<file path="config.mk">
export PLATFORM = sky130hd
export DESIGN_NAME = cell_score_engine
export DESIGN_NICKNAME = d
export VERILOG_FILES = /design/src/rtl/cell_score_engine.sv
export SDC_FILE = /design/constraint.sdc
export NUM_CORES = 1
export LEC_CHECK = 0
export CELL_PAD_IN_SITES_DETAIL_PLACEMENT = 0
export CELL_PAD_IN_SITES_GLOBAL_PLACEMENT = 1
export CORE_MARGIN = 2
export CORE_UTILIZATION = 44
export CTS_CLUSTER_SIZE = 24
export DETAILED_ROUTE_END_ITERATION = 6
export PLACE_DENSITY_LB_ADDON = 0.2
export REMOVE_ABC_BUFFERS = 1
export SYNTH_ARGS = -nofsm -noshare
export SYNTH_HDL_FRONTEND = slang
export SYNTH_SLANG_ARGS = --single-unit
export TNS_END_PERCENT = 20
</file>
<file path="constraint.sdc">
create_clock -name clk -period 14.7 [get_ports clk]
set_input_delay 2.205 -clock clk [delete_from_list [all_inputs] [get_ports clk]]
set_output_delay 2.205 -clock clk [all_outputs]
set_load 0.02 [all_outputs]
</file>
<file path="src/rtl/cell_score_engine.sv">
// Needleman-Wunsch cell scorer: reads diag/up/left scores and residues, writes max to (i,j).
// Optional macro TRACEBACK_DIR_EN adds a dir_data output (00 diag, 01 up, 10 left) valid with wr_en.
module cell_score_engine #(
  parameter int N        = 128,
  parameter int SW       = $clog2(N) + 3,
  parameter int MATCH    = 1,
  parameter int MISMATCH = -1,
  parameter int GAP      = -2,
  parameter int AW       = $clog2((N + 1) * (N + 1))
) (
  input  logic                   clk,
  input  logic                   rst,
  input  logic                   start,
  input  logic [$clog2(N):0]     i,
  input  logic [$clog2(N):0]     j,
  input  logic                   end_filling,
  output logic                   en_read,
  output logic                   change_index,
  output logic [$clog2(N)-1:0]   seq_a_addr,
  output logic [$clog2(N)-1:0]   seq_b_addr,
  input  logic [1:0]             seq_a_data,
  input  logic [1:0]             seq_b_data,
  output logic [AW-1:0]          rd_addr,
  input  logic signed [SW-1:0]   rd_data,
  output logic                   wr_en,
  output logic [AW-1:0]          wr_addr,
  output logic signed [SW-1:0]   wr_data,
`ifdef TRACEBACK_DIR_EN
  output logic [1:0]             dir_data,
`endif
  output logic                   done
);

  localparam int IW  = $clog2(N) + 1;
  localparam int SAW = $clog2(N);

  localparam logic [2:0] S_IDLE = 3'd0;
  localparam logic [2:0] S_RD_D = 3'd1;
  localparam logic [2:0] S_RD_U = 3'd2;
  localparam logic [2:0] S_RD_L = 3'd3;
  localparam logic [2:0] S_CALC = 3'd4;
  localparam logic [2:0] S_WR   = 3'd5;
  localparam logic [2:0] S_ADV  = 3'd6;
  localparam logic [2:0] S_DONE = 3'd7;

  localparam logic [AW-1:0]        ROW_W       = AW'(N + 1);
  localparam logic signed [SW-1:0] SC_MATCH    = SW'(MATCH);
  localparam logic signed [SW-1:0] SC_MISMATCH = SW'(MISMATCH);
  localparam logic signed [SW-1:0] SC_GAP      = SW'(GAP);

  logic [2:0]             state_q, state_d;
  logic signed [SW-1:0]   diag_q, diag_d;
  logic signed [SW-1:0]   up_q, up_d;
  logic [1:0]             a_q, a_d;
  logic [1:0]             b_q, b_d;
  logic signed [SW-1:0]   result_q, result_d;

  logic [AW-1:0]          iw, jw, im1, jm1;
  logic signed [SW-1:0]   sc_d, sc_u, sc_l, best;

`ifdef TRACEBACK_DIR_EN
  logic [1:0] dir_q, dir_d, best_dir;
`endif

  always_comb begin
    iw  = AW'(i);
    jw  = AW'(j);
    im1 = iw - AW'(1);
    jm1 = jw - AW'(1);
  end

  // Left comes straight off rd_data in CALC so the result registers at the end of CALC.
  always_comb begin
    sc_d = diag_q + ((a_q == b_q) ? SC_MATCH : SC_MISMATCH);
    sc_u = up_q + SC_GAP;
    sc_l = rd_data + SC_GAP;
`ifdef TRACEBACK_DIR_EN
    best_dir = 2'b00;
`endif
    if (sc_d >= sc_u && sc_d >= sc_l) begin
      best = sc_d;
    end else if (sc_u >= sc_l) begin
      best = sc_u;
`ifdef TRACEBACK_DIR_EN
      best_dir = 2'b01;
`endif
    end else begin
      best = sc_l;
`ifdef TRACEBACK_DIR_EN
      best_dir = 2'b10;
`endif
    end
  end

  always_comb begin
    state_d  = state_q;
    diag_d   = diag_q;
    up_d     = up_q;
    a_d      = a_q;
    b_d      = b_q;
    result_d = result_q;
`ifdef TRACEBACK_DIR_EN
    dir_d    = dir_q;
`endif
    case (state_q)
      S_IDLE: if (start) state_d = S_RD_D;
      S_RD_D: state_d = S_RD_U;
      S_RD_U: begin
        diag_d  = rd_data;
        a_d     = seq_a_data;
        b_d     = seq_b_data;
        state_d = S_RD_L;
      end
      S_RD_L: begin
        up_d    = rd_data;
        state_d = S_CALC;
      end
      S_CALC: begin
        result_d = best;
`ifdef TRACEBACK_DIR_EN
        dir_d    = best_dir;
`endif
        state_d  = S_WR;
      end
      S_WR:   state_d = end_filling ? S_DONE : S_ADV;
      S_ADV:  state_d = S_RD_D;
      S_DONE: if (start) state_d = S_RD_D;
      default: state_d = S_IDLE;
    endcase
  end

  always_ff @(posedge clk or posedge rst) begin
    if (rst) begin
      state_q  <= S_IDLE;
      diag_q   <= '0;
      up_q     <= '0;
      a_q      <= '0;
      b_q      <= '0;
      result_q <= '0;
`ifdef TRACEBACK_DIR_EN
      dir_q    <= '0;
`endif
    end else begin
      state_q  <= state_d;
      diag_q   <= diag_d;
      up_q     <= up_d;
      a_q      <= a_d;
      b_q      <= b_d;
      result_q <= result_d;
`ifdef TRACEBACK_DIR_EN
      dir_q    <= dir_d;
`endif
    end
  end

  always_comb begin
    rd_addr    = '0;
    seq_a_addr = '0;
    seq_b_addr = '0;
    wr_addr    = '0;
    case (state_q)
      S_RD_D: begin
        rd_addr    = im1 * ROW_W + jm1;
        seq_a_addr = SAW'(i - IW'(1));
        seq_b_addr = SAW'(j - IW'(1));
      end
      S_RD_U: rd_addr = im1 * ROW_W + jw;
      S_RD_L: rd_addr = iw * ROW_W + jm1;
      S_WR:   wr_addr = iw * ROW_W + jw;
      default: ;
    endcase
  end

  always_comb begin
    en_read      = (state_q != S_IDLE) && (state_q != S_DONE);
    change_index = (state_q == S_ADV);
    wr_en        = (state_q == S_WR);
    done         = (state_q == S_DONE);
    wr_data      = result_q;
`ifdef TRACEBACK_DIR_EN
    dir_data     = dir_q;
`endif
  end

endmodule
</file>
After elaboration in Yosys (flattened, before gate mapping)
Cells that the tools add are included.
Operators by class
  multiplexer cells: 10
  reductions and logical operators: 5
  magnitude comparators: 3
  add/subtract/negate cells: 11
  equal/unequal tests: 10
  $mul: 2
Operators by type and width (number)
  case mux 15 bit (3 select lines): 1
  adder 15 bit: 2
  adder 15 x 8 -> 15 bit: 2
  greater-or-equal comparator 10 bit: 3
  2-to-1 mux 10 bit: 3
  case mux 3 bit (7 select lines): 1
  adder 10 x 2 -> 10 bit (second input constant): 2
  subtractor 8 x 1 -> 9 bit (second input constant): 2
  multiplier 8 x 8 -> 15 bit (second input constant): 1
  multiplier 9 x 9 -> 15 bit (second input constant): 1
  2-to-1 mux 15 bit: 1
  2-to-1 mux 7 bit: 2
  subtractor 7 x 1 -> 7 bit (second input constant): 2
  equality test 3 bit (second input constant): 4
  adder 10 bit: 1
  equality test 3 x 2 -> 1 bit (second input constant): 2
  equality test 3 x 1 -> 1 bit (second input constant): 1
  logical NOT 3 bit: 1
  2-to-1 mux 3 bit: 1
  != test 3 bit (second input constant): 1
  nonzero test 3 bit: 1
  equality test 2 bit: 1
  logical AND 1 bit: 2
  != test 2 x 1 -> 1 bit (second input constant): 1
  2 further kinds: 2
Storage, ports and cells
  output and inout bits: 58
  flip-flop bits (word level): 37
  word-level logic and storage cells: 47
  input port bits: 34

Longest topological paths before layout
  depth after elaboration: 6
  depth in mapped cells: 20
  gate-level depth less buffers: 20

Worst setup path before layout
No wires, ideal clock.
  path kind: input -> output
  from: input port i[0]
  to: output port rd_addr[13]
  stages on the path: 18
  setup slack: 6082 ps
  buffers on the path: 0
  arrival: 6413 ps
  data required time: 12495 ps
  path through: inv_1 ha_1 nor3b_4 nand2_1 nor3_1 ha_1 ha_1 ha_1 fa_1 a21o_1 a21oi_1 xnor2_1 nand2_1 o21ai_0 ha_1 or2b_2 or4_1 nand4_1
On the way
  word-level cells in the longest chain between the ends: 4
  elaborated cells on any way between the ends: 7
  classes of those cells: add/sub: 4; mul: 2; mux: 1
RTL lines
  start, declared: RTL line 14  | input logic [$clog2(N):0] i,
  subtractor 8 x 1 -> 9 bit: RTL line 68  | im1 = iw - AW'(1);
  multiplier 9 x 9 -> 15 bit: RTL line 163, 167
  adder 15 x 8 -> 15 bit or adder 15 bit (tied branches): RTL line 167, 163
  case mux 15 bit (3 select lines) *: RTL line 161  | case (state_q)
  end, declared: RTL line 23  | output logic [AW-1:0] rd_addr,
Every way passes the cells marked *; elsewhere a longest branch is shown, timed or not.

Final worst setup path
Ends and elaborated chain as after synthesis.

==> impl_results.md <==
- Combinational family with the most area after synthesis: adder cells
- FP Rows: 41
- Area share of and/or/nand/nor cells after synthesis: 19.7%
- Instance count on the critical path: 20
- Most common cell on crit path: ha_1
- Clock edge transition at the registers on the reported setup and hold paths: 0.05 ns
- Worst-case setup slack after placement: 4.54 ns
- Cells taking the most area after synthesis: ha_1, dfrtp_1, xnor2_1, xor2_1, nand2_1
- Max-cap violations: 0
- Number of synthesized flops with an enable pin: 0
- Core outline area: 0.0125 sq mm
- CTS hold repair buffers: 0
- Routed WL per cell: 16.6 um
- Die extent in y: 117 um
- Layout overhead on the synthesized area: 22.3%
- Antenna violations before repair: 0
- Number of routed nets with antenna violations: 0
- Count of distinct cell types in the synthesized netlist: 61
- Fraction of synthesized area in multiplexers: 6.40%
- Seq cells post-synth: 37
- Number of antenna diodes: 0
- Starting density of the core: 44.7%
- Count of endpoints failing setup in the final report: 0
- DRC Markers: 0
- Final setup skew: 0.00424 ns
- Tot GR Track Use: 24.0%
- Required time of the critical path: 12.49 ns
- Post-synth top area share: 21.1%
- Clock tree root buffer cell: clkbuf_16
- Synth Flop Type: dfrtp_1
- Source of the worst register-to-register timing path: b_q[0]$_DFFE_PP0P_
- DRT Pass-1 Iters: 4
- Floorplan die width: 117 um
- Cell Chain, Critical Path: clkdlybuf4s50_1, inv_1, ha_1, nor3b_4, nand2_1, nor3_1, ha_1, ha_1, ha_1, fa_1, a21o_1, a21oi_1, xnor2_1, nand2_1, o21ai_0, ha_1, or2b_2, or4_1, nand4_1, clkdlybuf4s50_1
- Critical path launch point: i[0]
- Synth Area per Inst: 8.21 sq um
- Unrepaired setup endpoints after global routing: false
- Critical-path maximum fanout: 6
- Capturing instance or port of the critical path: rd_addr[13]
- Adder and majority cell fraction of the synthesized area: 22.9%
- Area fraction in compound gates after synthesis: 16.4%
- Worst setup path class: primary input to primary output
- Count of nets after finishing: 894
- Data arrival time of the critical path: 7.99 ns
- Slowest cell on the critical path: clkdlybuf4s50_1
- Largest net degree at the start of global routing: 38
- Fin crit period: 10.19 ns
- Number of buffers and inverters on the critical path: 3
- Detailed Place HPWL: 12700 um
- Aggregate routed wire length: 15500 um
- Iteration-0 DRC count of the detailed router: 183
- Endpoint type of the worst setup path: primary output
- Max transition margin: 30.7%
- Synth Area in XOR/XNOR: 13.8%
- TritonCTS clock tree: built
- PortBufs: 91
- Proportion of register bits with asynchronous set or reset after synthesis: 100%
- Resized Gates After CTS: 0
- Cell count after synthesis: 678
- Detailed-route via count: 5092
- Worst setup slack after layout: 4.51 ns
- Number of H-tree branching levels: 2
- Measured slew at the worst slew-check pin: 1.03 ns
- Pins over their slew limit: 0
- Die Footprint: 0.0136 sq mm
- Top Family by Delay on Critical Path: simple AND/OR/NAND/NOR gates
- Portion of the post-synthesis area used by sequential elements: 16.6%
- Clk_lat worst skew: 0.28 ns
- Post-synthesis cell type with the largest combined area: ha_1
- Drt via density: 5.45
- Post-route clock period utilization: 69.3%
- Reg-to-reg critical path endpoint: wr_data[5]$_DFFE_PP0P_
- Post-CTS Setup Bufs: 0
- Final TNS setup: 0 ns
- Number of buffers created by CTS: 5
- Status: completed
- Global-route wire length before repair: 25600 um
- Routability cong.: 0.919
- Worst reg-to-reg setup slack: 10.28 ns
- Depth of the worst register-to-register path: 19
- Clock sink total: 37
- Startpoint Class: primary input
- Share of post-route cells with drive strength above 1: 5.51%
- Number of global-route vias before repair: 5267
- Worst min-delay path category: flop to flop
- Peak clock frequency supported by timing: 98.1 MHz
- Summed instance area of the synthesized netlist: 0.00557 sq mm
- Final Hold Violating Endpoints: 0
- Bufs on Longest Clock Path: 2
- Delay contributed by the slowest stage of the critical path: 0.60 ns
- Total congestion overflow after global routing: 0
- Boundary pin count: 92
- Number of warnings issued by yosys: 0
[sequential cells by signal, indices dropped and copies added (netlist names)]
signal	flops
b_q	2
diag_q	10
up_q	10
state_q	3
a_q	2
wr_data	10
[metal layers]
layer	GRT usage [%]	share of wire (%)	up-vias
met5	0	0	-
met4	11.1	4.0	0
met3	3.01	3.3	33
met2	44.2	50	120
met1	27.4	43	2369
li1	-	-	2570
[metrics by stage]
step,std cells,hold slack [ns],util [%],area [sq um]
floorplan,657,0.452,-,5480
global placement,926,0.471,53.4,6650
detailed placement,926,0.475,53.4,6650
CTS,934,0.488,54.6,6810
global route,934,0.502,54.6,6810
finish,934,0.488,54.6,6810
[how the worst min path moves through the flow]
stage,from,to,slack [ns],cells after the start
finish,diag_q[6]$_DFFE_PP0P_,diag_q[6]$_DFFE_PP0P_,0.49,2
detailed placement,diag_q[6]$_DFFE_PP0P_,diag_q[6]$_DFFE_PP0P_,0.48,2
global placement,diag_q[6]$_DFFE_PP0P_,diag_q[6]$_DFFE_PP0P_,0.47,2
global route,diag_q[6]$_DFFE_PP0P_,diag_q[6]$_DFFE_PP0P_,0.50,2
floorplan,diag_q[3]$_DFFE_PP0P_,diag_q[3]$_DFFE_PP0P_,0.45,2
CTS,diag_q[6]$_DFFE_PP0P_,diag_q[6]$_DFFE_PP0P_,0.49,2
[cell usage after synthesis (12+ instances only)]
| cell | instances |
|---|---|
| a21oi_1 | 42 |
| ha_1 | 94 |
| nor3_1 | 16 |
| mux2i_1 | 21 |
| clkbuf_1 | 16 |
| o21a_1 | 12 |
| nand2b_1 | 12 |
| o21ai_0 | 24 |
| xnor2_1 | 51 |
| mux2_2 | 13 |
| nor2b_1 | 17 |
| nand2_1 | 68 |
| xor2_1 | 34 |
| nor2_1 | 57 |
| inv_1 | 37 |
| a21o_1 | 15 |
| dfrtp_1 | 37 |
| nand3_1 | 14 |
[layout make-up]
cell class                 instances  area (sq um)
fill                            1204          5660
multi-input combinational        583          4420
timing repair buffer              97           956
sequential                        37           926
tap                              172           215
clock buffer                       7           153
inverter                          37           139
clock inverter                     1          5.00
[worst reg2reg max path: cells and delay by family (launching register included)]
kind | cells | cell delay [ns]
AOI/OAI and AO/OA | 8 | 1.35
adders and majority gates | 2 | 0.70
and+or+nand+nor | 4 | 0.56
buffers and inverters | 2 | 0.50
xor gates and xnor gates | 2 | 0.47
DFF | 1 | 0.39
muxes | 1 | 0.33
[logic make-up after synthesis]
| logic type | Yosys count |
|---|---|
| xor+xnor | 86 |
| buf+inv | 58 |
| mux | 34 |
| compound gates | 140 |
| flops | 37 |
| fa+ha+maj | 99 |
| simple gates | 224 |
[layout by cell type, fill, tap and decap left out, types with 17 or more instances in the layout]
cell	count
a21oi_1	42
clkdlybuf4s50_1	91
dfrtp_1	37
ha_1	94
inv_1	37
mux2i_1	21
nand2_1	68
nor2_1	57
nor2b_1	17
o21ai_0	24
xnor2_1	51
xor2_1	34
Power is left out: the tool's default activity adds up to more than one toggle a clock period on the data nets, which glitch-free logic cannot reach.
==> RTL edit 1: new RTL, same flow settings <==
Add an input register stage for `rd_data`, without a reset; this delays it by one clock. The other inputs are not delayed to match.
--- a/src/rtl/cell_score_engine.sv
+++ b/src/rtl/cell_score_engine.sv
@@ -48,6 +48,12 @@
   localparam logic signed [SW-1:0] SC_MISMATCH = SW'(MISMATCH);
   localparam logic signed [SW-1:0] SC_GAP      = SW'(GAP);
 
+  logic signed [SW-1:0] rd_data_q;
+
+  always_ff @(posedge clk) begin
+    rd_data_q <= rd_data;
+  end
+
   logic [2:0]             state_q, state_d;
   logic signed [SW-1:0]   diag_q, diag_d;
   logic signed [SW-1:0]   up_q, up_d;
@@ -73,7 +79,7 @@
   always_comb begin
     sc_d = diag_q + ((a_q == b_q) ? SC_MATCH : SC_MISMATCH);
     sc_u = up_q + SC_GAP;
-    sc_l = rd_data + SC_GAP;
+    sc_l = rd_data_q + SC_GAP;
 `ifdef TRACEBACK_DIR_EN
     best_dir = 2'b00;
 `endif
@@ -106,13 +112,13 @@
       S_IDLE: if (start) state_d = S_RD_D;
       S_RD_D: state_d = S_RD_U;
       S_RD_U: begin
-        diag_d  = rd_data;
+        diag_d  = rd_data_q;
         a_d     = seq_a_data;
         b_d     = seq_b_data;
         state_d = S_RD_L;
       end
       S_RD_L: begin
-        up_d    = rd_data;
+        up_d    = rd_data_q;
         state_d = S_CALC;
       end
       S_CALC: begin
Behaviour: not the same (Yosys sat finds a counterexample within 10 cycles, from zero or initial values and one cycle with rst high).
==> RTL edit 1 against the original RTL <==
  * Via count increased by 8.7%
  * First-iteration DRC count rose by 71%
  * Global-route usage shrank 0.25 points
  * Sequential cell count grew 10
  * Count of clock-buffer cells in the layout did not move
  * Area after synthesis increased by 4.8%
  * Die area is 4.6% higher
  * Final cell count grew 6.0%
  * Worst setup slack improved by 0.19 ns
  * Final area rose by 3.9%
  * Wire length is 6.0% higher
  * Critical endpoint is now rd_addr[14]
==> RTL edit 1: results (changes against the original RTL) <==
The run finished with clean final reports. The area fraction in compound gates after synthesis is 18.95% (+2.5 points). The global-route met3 utilization is 2.395% (-0.62 points).

The wire length reported by the detailed router is 16,440 um (+6.0%). The total met3 wirelength after detailed routing is 555 um (+10%). The worst-case setup slack after placement came out at 4.750 ns (+0.2146 ns). The register area share after synthesis is 19.30% (+2.7 points).

The multi-input logic cell count is 624 (+7.0%). The depth of the worst register-to-register path came out at 15 (-4). The number of search-and-repair iterations in the first detailed-routing pass is 5 (+1). The relative slew slack came out at 22.73% (-8.0 points). The largest stage delay on the critical path is 0.63 ns (+0.03 ns). The starting DRC count in detailed routing is 313 (+71%). The number of filler instances in the final layout came out at 1,263 (+4.9%).

The register area came out at 1126 um^2 (+22%). The path with the worst hold slack has its endpoint at diag_q[8]. The area of combinational cells with multiple inputs is 4481 um^2 (+1.4%).

In this run the most critical hold path is launched from rd_data_q[8]. The placement-stage cell area came out at 6922 um^2 (+4.0%). The detailed-route wire length on metal 1 came out at 7046 um (+6.8%). The global-route met1 utilization was 28.45% (+1.1 points). The final clock skew was 0.003669 ns (-0.0005726 ns). The adder-cell area share of the yosys netlist came out at 21.87% (-1.0 points). The biggest fanout along the worst timing path is 7 (+1).

In the post-synthesis netlist, the biggest area contributors are sky130_fd_sc_hd__ha_1 20%, sky130_fd_sc_hd__dfrtp_1 16%, sky130_fd_sc_hd__xnor2_1 7.8%. The number of instances in the placed design is 982 (+6.0%). The number of storage elements in the synthesis netlist came to 47 (+27%). The global placement routability congestion came to 0.8862 (-3.5%).

The async set-or-reset flop fraction in the synthesized netlist was 78.72% (-21 points). The critical path data arrival time is 7.80 ns (-0.19 ns). The via-per-instance ratio came out at 5.590 (+2.5%). The multiplexer area fraction after synthesis is 2.123% (-4.3 points). The post-synthesis average cell area is 7.983 um^2 (-2.8%). The first-pass GRT wire length came out at 27,430 um (+7.3%). The final net count is 946 (+5.8%).

The die span in x is 119.2 um (+2.3%). The post-synthesis to final-layout area growth came out at 21.20%. The number of cells in the finished layout apart from fillers is 990 (+6.0%). The number of non-clock inverters in the layout came out at 39 (+5.4%). The HPWL reported at the end of detailed placement is 13,340 um (+5.0%). The xor/xnor share of the synthesized area came out at 13.29% (-0.48 points). In this run the critical register-to-register path is launched from b_q[1]. The fraction of area in non-clock buffers is 13.41% (-0.63 points). The relative area of clock buffers and inverters in the final design is 2.140% (-0.17 points).
==> RTL edit 1: cell types whose count changed after synthesis, moves of 4 or more <==
cell / change
sky130_fd_sc_hd__o21ai_0: +17
sky130_fd_sc_hd__mux2i_1: -21
sky130_fd_sc_hd__dfxtp_1: +10
sky130_fd_sc_hd__nor2b_1: -4
sky130_fd_sc_hd__nand3_1: +20
sky130_fd_sc_hd__o22ai_1: +4
sky130_fd_sc_hd__o21ai_1: -4
sky130_fd_sc_hd__nor2_1: +9
sky130_fd_sc_hd__nand2_1: +13
sky130_fd_sc_hd__a21o_1: +6
sky130_fd_sc_hd__nand4_1: -5
==> RTL edit 1: worst max-delay path by stage <==
stage,from,endpoint,slack [ns],cells past startpoint
floorplan,i[0],rd_addr[14],6.16,17
global placement,i[0],rd_addr[14],4.89,19
detailed placement,i[0],rd_addr[14],4.75,19
CTS,i[0],rd_addr[14],4.73,19
global route,i[0],rd_addr[14],4.25,21
finish,i[0],rd_addr[14],4.70,19
==> RTL edit 2: new RTL, same settings <==
Without the edit above. Set the parameter `N` to 256 (it was 128).
--- a/src/rtl/cell_score_engine.sv
+++ b/src/rtl/cell_score_engine.sv
@@ -1,7 +1,7 @@
 // Needleman-Wunsch cell scorer: reads diag/up/left scores and residues, writes max to (i,j).
 // Optional macro TRACEBACK_DIR_EN adds a dir_data output (00 diag, 01 up, 10 left) valid with wr_en.
 module cell_score_engine #(
-  parameter int N        = 128,
+  parameter int N        = 256,
   parameter int SW       = $clog2(N) + 3,
   parameter int MATCH    = 1,
   parameter int MISMATCH = -1,
Ports: changed (8 resized); port bits go from 92 to 102. No check against the original RTL was run, so the function may have changed too.
==> RTL edit 2 against the original RTL <==
  * Register-to-register slack worse by 1.2 ns
  * First-iteration DRC count is 83% higher
  * Wire length is 16% higher
  * Final area increased by 11%
  * Worst setup slack worse by 0.17 ns
  * Area after synthesis grew 13%
  * Sequential cell count grew 3
  * Fmax fell by 1.6%
Power is not shown: default switching activity piles up to over one toggle a cycle in this logic, so the estimate is an artifact.
==> RTL edit 2: results (changes against the original RTL) <==
The run finished with clean final reports. In the post-synthesis netlist, the biggest area contributors are sky130_fd_sc_hd__ha_1 20%, sky130_fd_sc_hd__dfrtp_1 16%, sky130_fd_sc_hd__xnor2_1 7.3%. The overall global routing resource usage came out at 24.37% (+0.42 points).

The number of I/O port buffers came to 101 (+11%). The placement-stage cell area is 7437 um^2 (+12%). The final hold slack is 0.4806 ns (-0.006895 ns).

The relative slew slack is 20.73% (-10 points). The number of instances in the placed design is 1,055 (+14%). The largest net degree at the start of global routing came out at 41 (+7.9%).

The per-cell routed wire length came to 16.95 um (+2.1%). In this run the critical register-to-register path is launched from b_q[1]. The post-synthesis average cell area came out at 7.926 um^2 (-3.5%). The final clock skew came out at 0.006194 ns (+0.001952 ns). The depth of the worst register-to-register path was 17 (-2).

The number of search-and-repair iterations in the first detailed-routing pass was 5 (+1). In the synthesized netlist the dominant register cell turns out to be sky130_fd_sc_hd__dfrtp_1. The number of vias after detailed routing is 6,033 (+18%). The worst-case setup slack after placement is 4.359 ns (-0.1766 ns).

The global placement routability congestion came out at 0.8960 (-2.5%). The largest stage delay on the critical path is 0.74 ns (+0.14 ns). On the critical path the largest part of the delay comes from simple AND/OR/NAND/NOR gates. The final net count came out at 1,023 (+14%). The number of cells in the finished layout apart from fillers came out at 1,063 (+14%).

The post-cts sizing count was 0 (unchanged). In this run the worst setup path begins at i[5]. The maximum buffer depth of the clock tree came out at 2 (unchanged). The number of instances on the worst hold path is 2 (unchanged). The share of final-layout standard cells stronger than drive strength 1 is 4.077% (-1.4 points). The count of cell types in the netlist came out at 60 (-1.6%). The biggest fanout along the worst timing path is 13 (+7).

The achievable frequency is 0.09650 GHz (-1.6%). The first-pass GRT wire length came out at 29,550 um (+16%). The register area share after synthesis came out at 15.84% (-0.78 points). The HPWL reported at the end of detailed placement came to 14,900 um (+17%). The total number of H-tree levels came to 2 (unchanged). On the critical path, the stage with the largest delay is an instance of sky130_fd_sc_hd__nor3_1.

The end point of the critical path is rd_addr[15]. The reg-to-reg setup timing slack came out at 9.06 ns (-1.22 ns). After synthesis, the most frequently instantiated cells are 99 x sky130_fd_sc_hd__ha_1, 93 x sky130_fd_sc_hd__nand2_1, 70 x sky130_fd_sc_hd__nor2_1, 55 x sky130_fd_sc_hd__a21oi_1, 53 x sky130_fd_sc_hd__xnor2_1.

The critical path data arrival time was 8.16 ns (+0.17 ns). The tightest min-delay check is of the flop to flop type. The starting DRC count in detailed routing came out at 334 (+83%). The via count of the first global-routing pass is 6,200 (+18%).
## RTL edit 2: logic make-up after synthesis
group	after synthesis	synth area share [%]
buffers and inverters	65	4.674
AND/OR/NAND/NOR	275	20.70
adder cells (fa/ha/maj)	104	21.19
multiplexers	39	6.655
flip-flops	40	15.84
XOR/XNOR	97	13.45
AO/OA/AOI/OAI	177	17.49
## RTL edit 2: area by class of cell
cell class | count | area [um^2]
well taps | 180 | 225.2
multi-input cells | 692 | 5031
flip-flops and latches | 40 | 1001
clock inverters | 3 | 18.77
inverters | 39 | 146.4
clock buffers | 5 | 125.1
repair buffers | 104 | 1033
fillers | 1351 | 6354
## RTL edit 2: routing by layer
layer	routed length, um	part of all wire, %	vias up	track usage, %
met5	0	0	-	0
met4	693	3.8	0	10.01
met3	646	3.6	45	2.747
met2	9216	51	158	46.09
met1	7463	41	2833	27.54
li1	-	-	2997	-
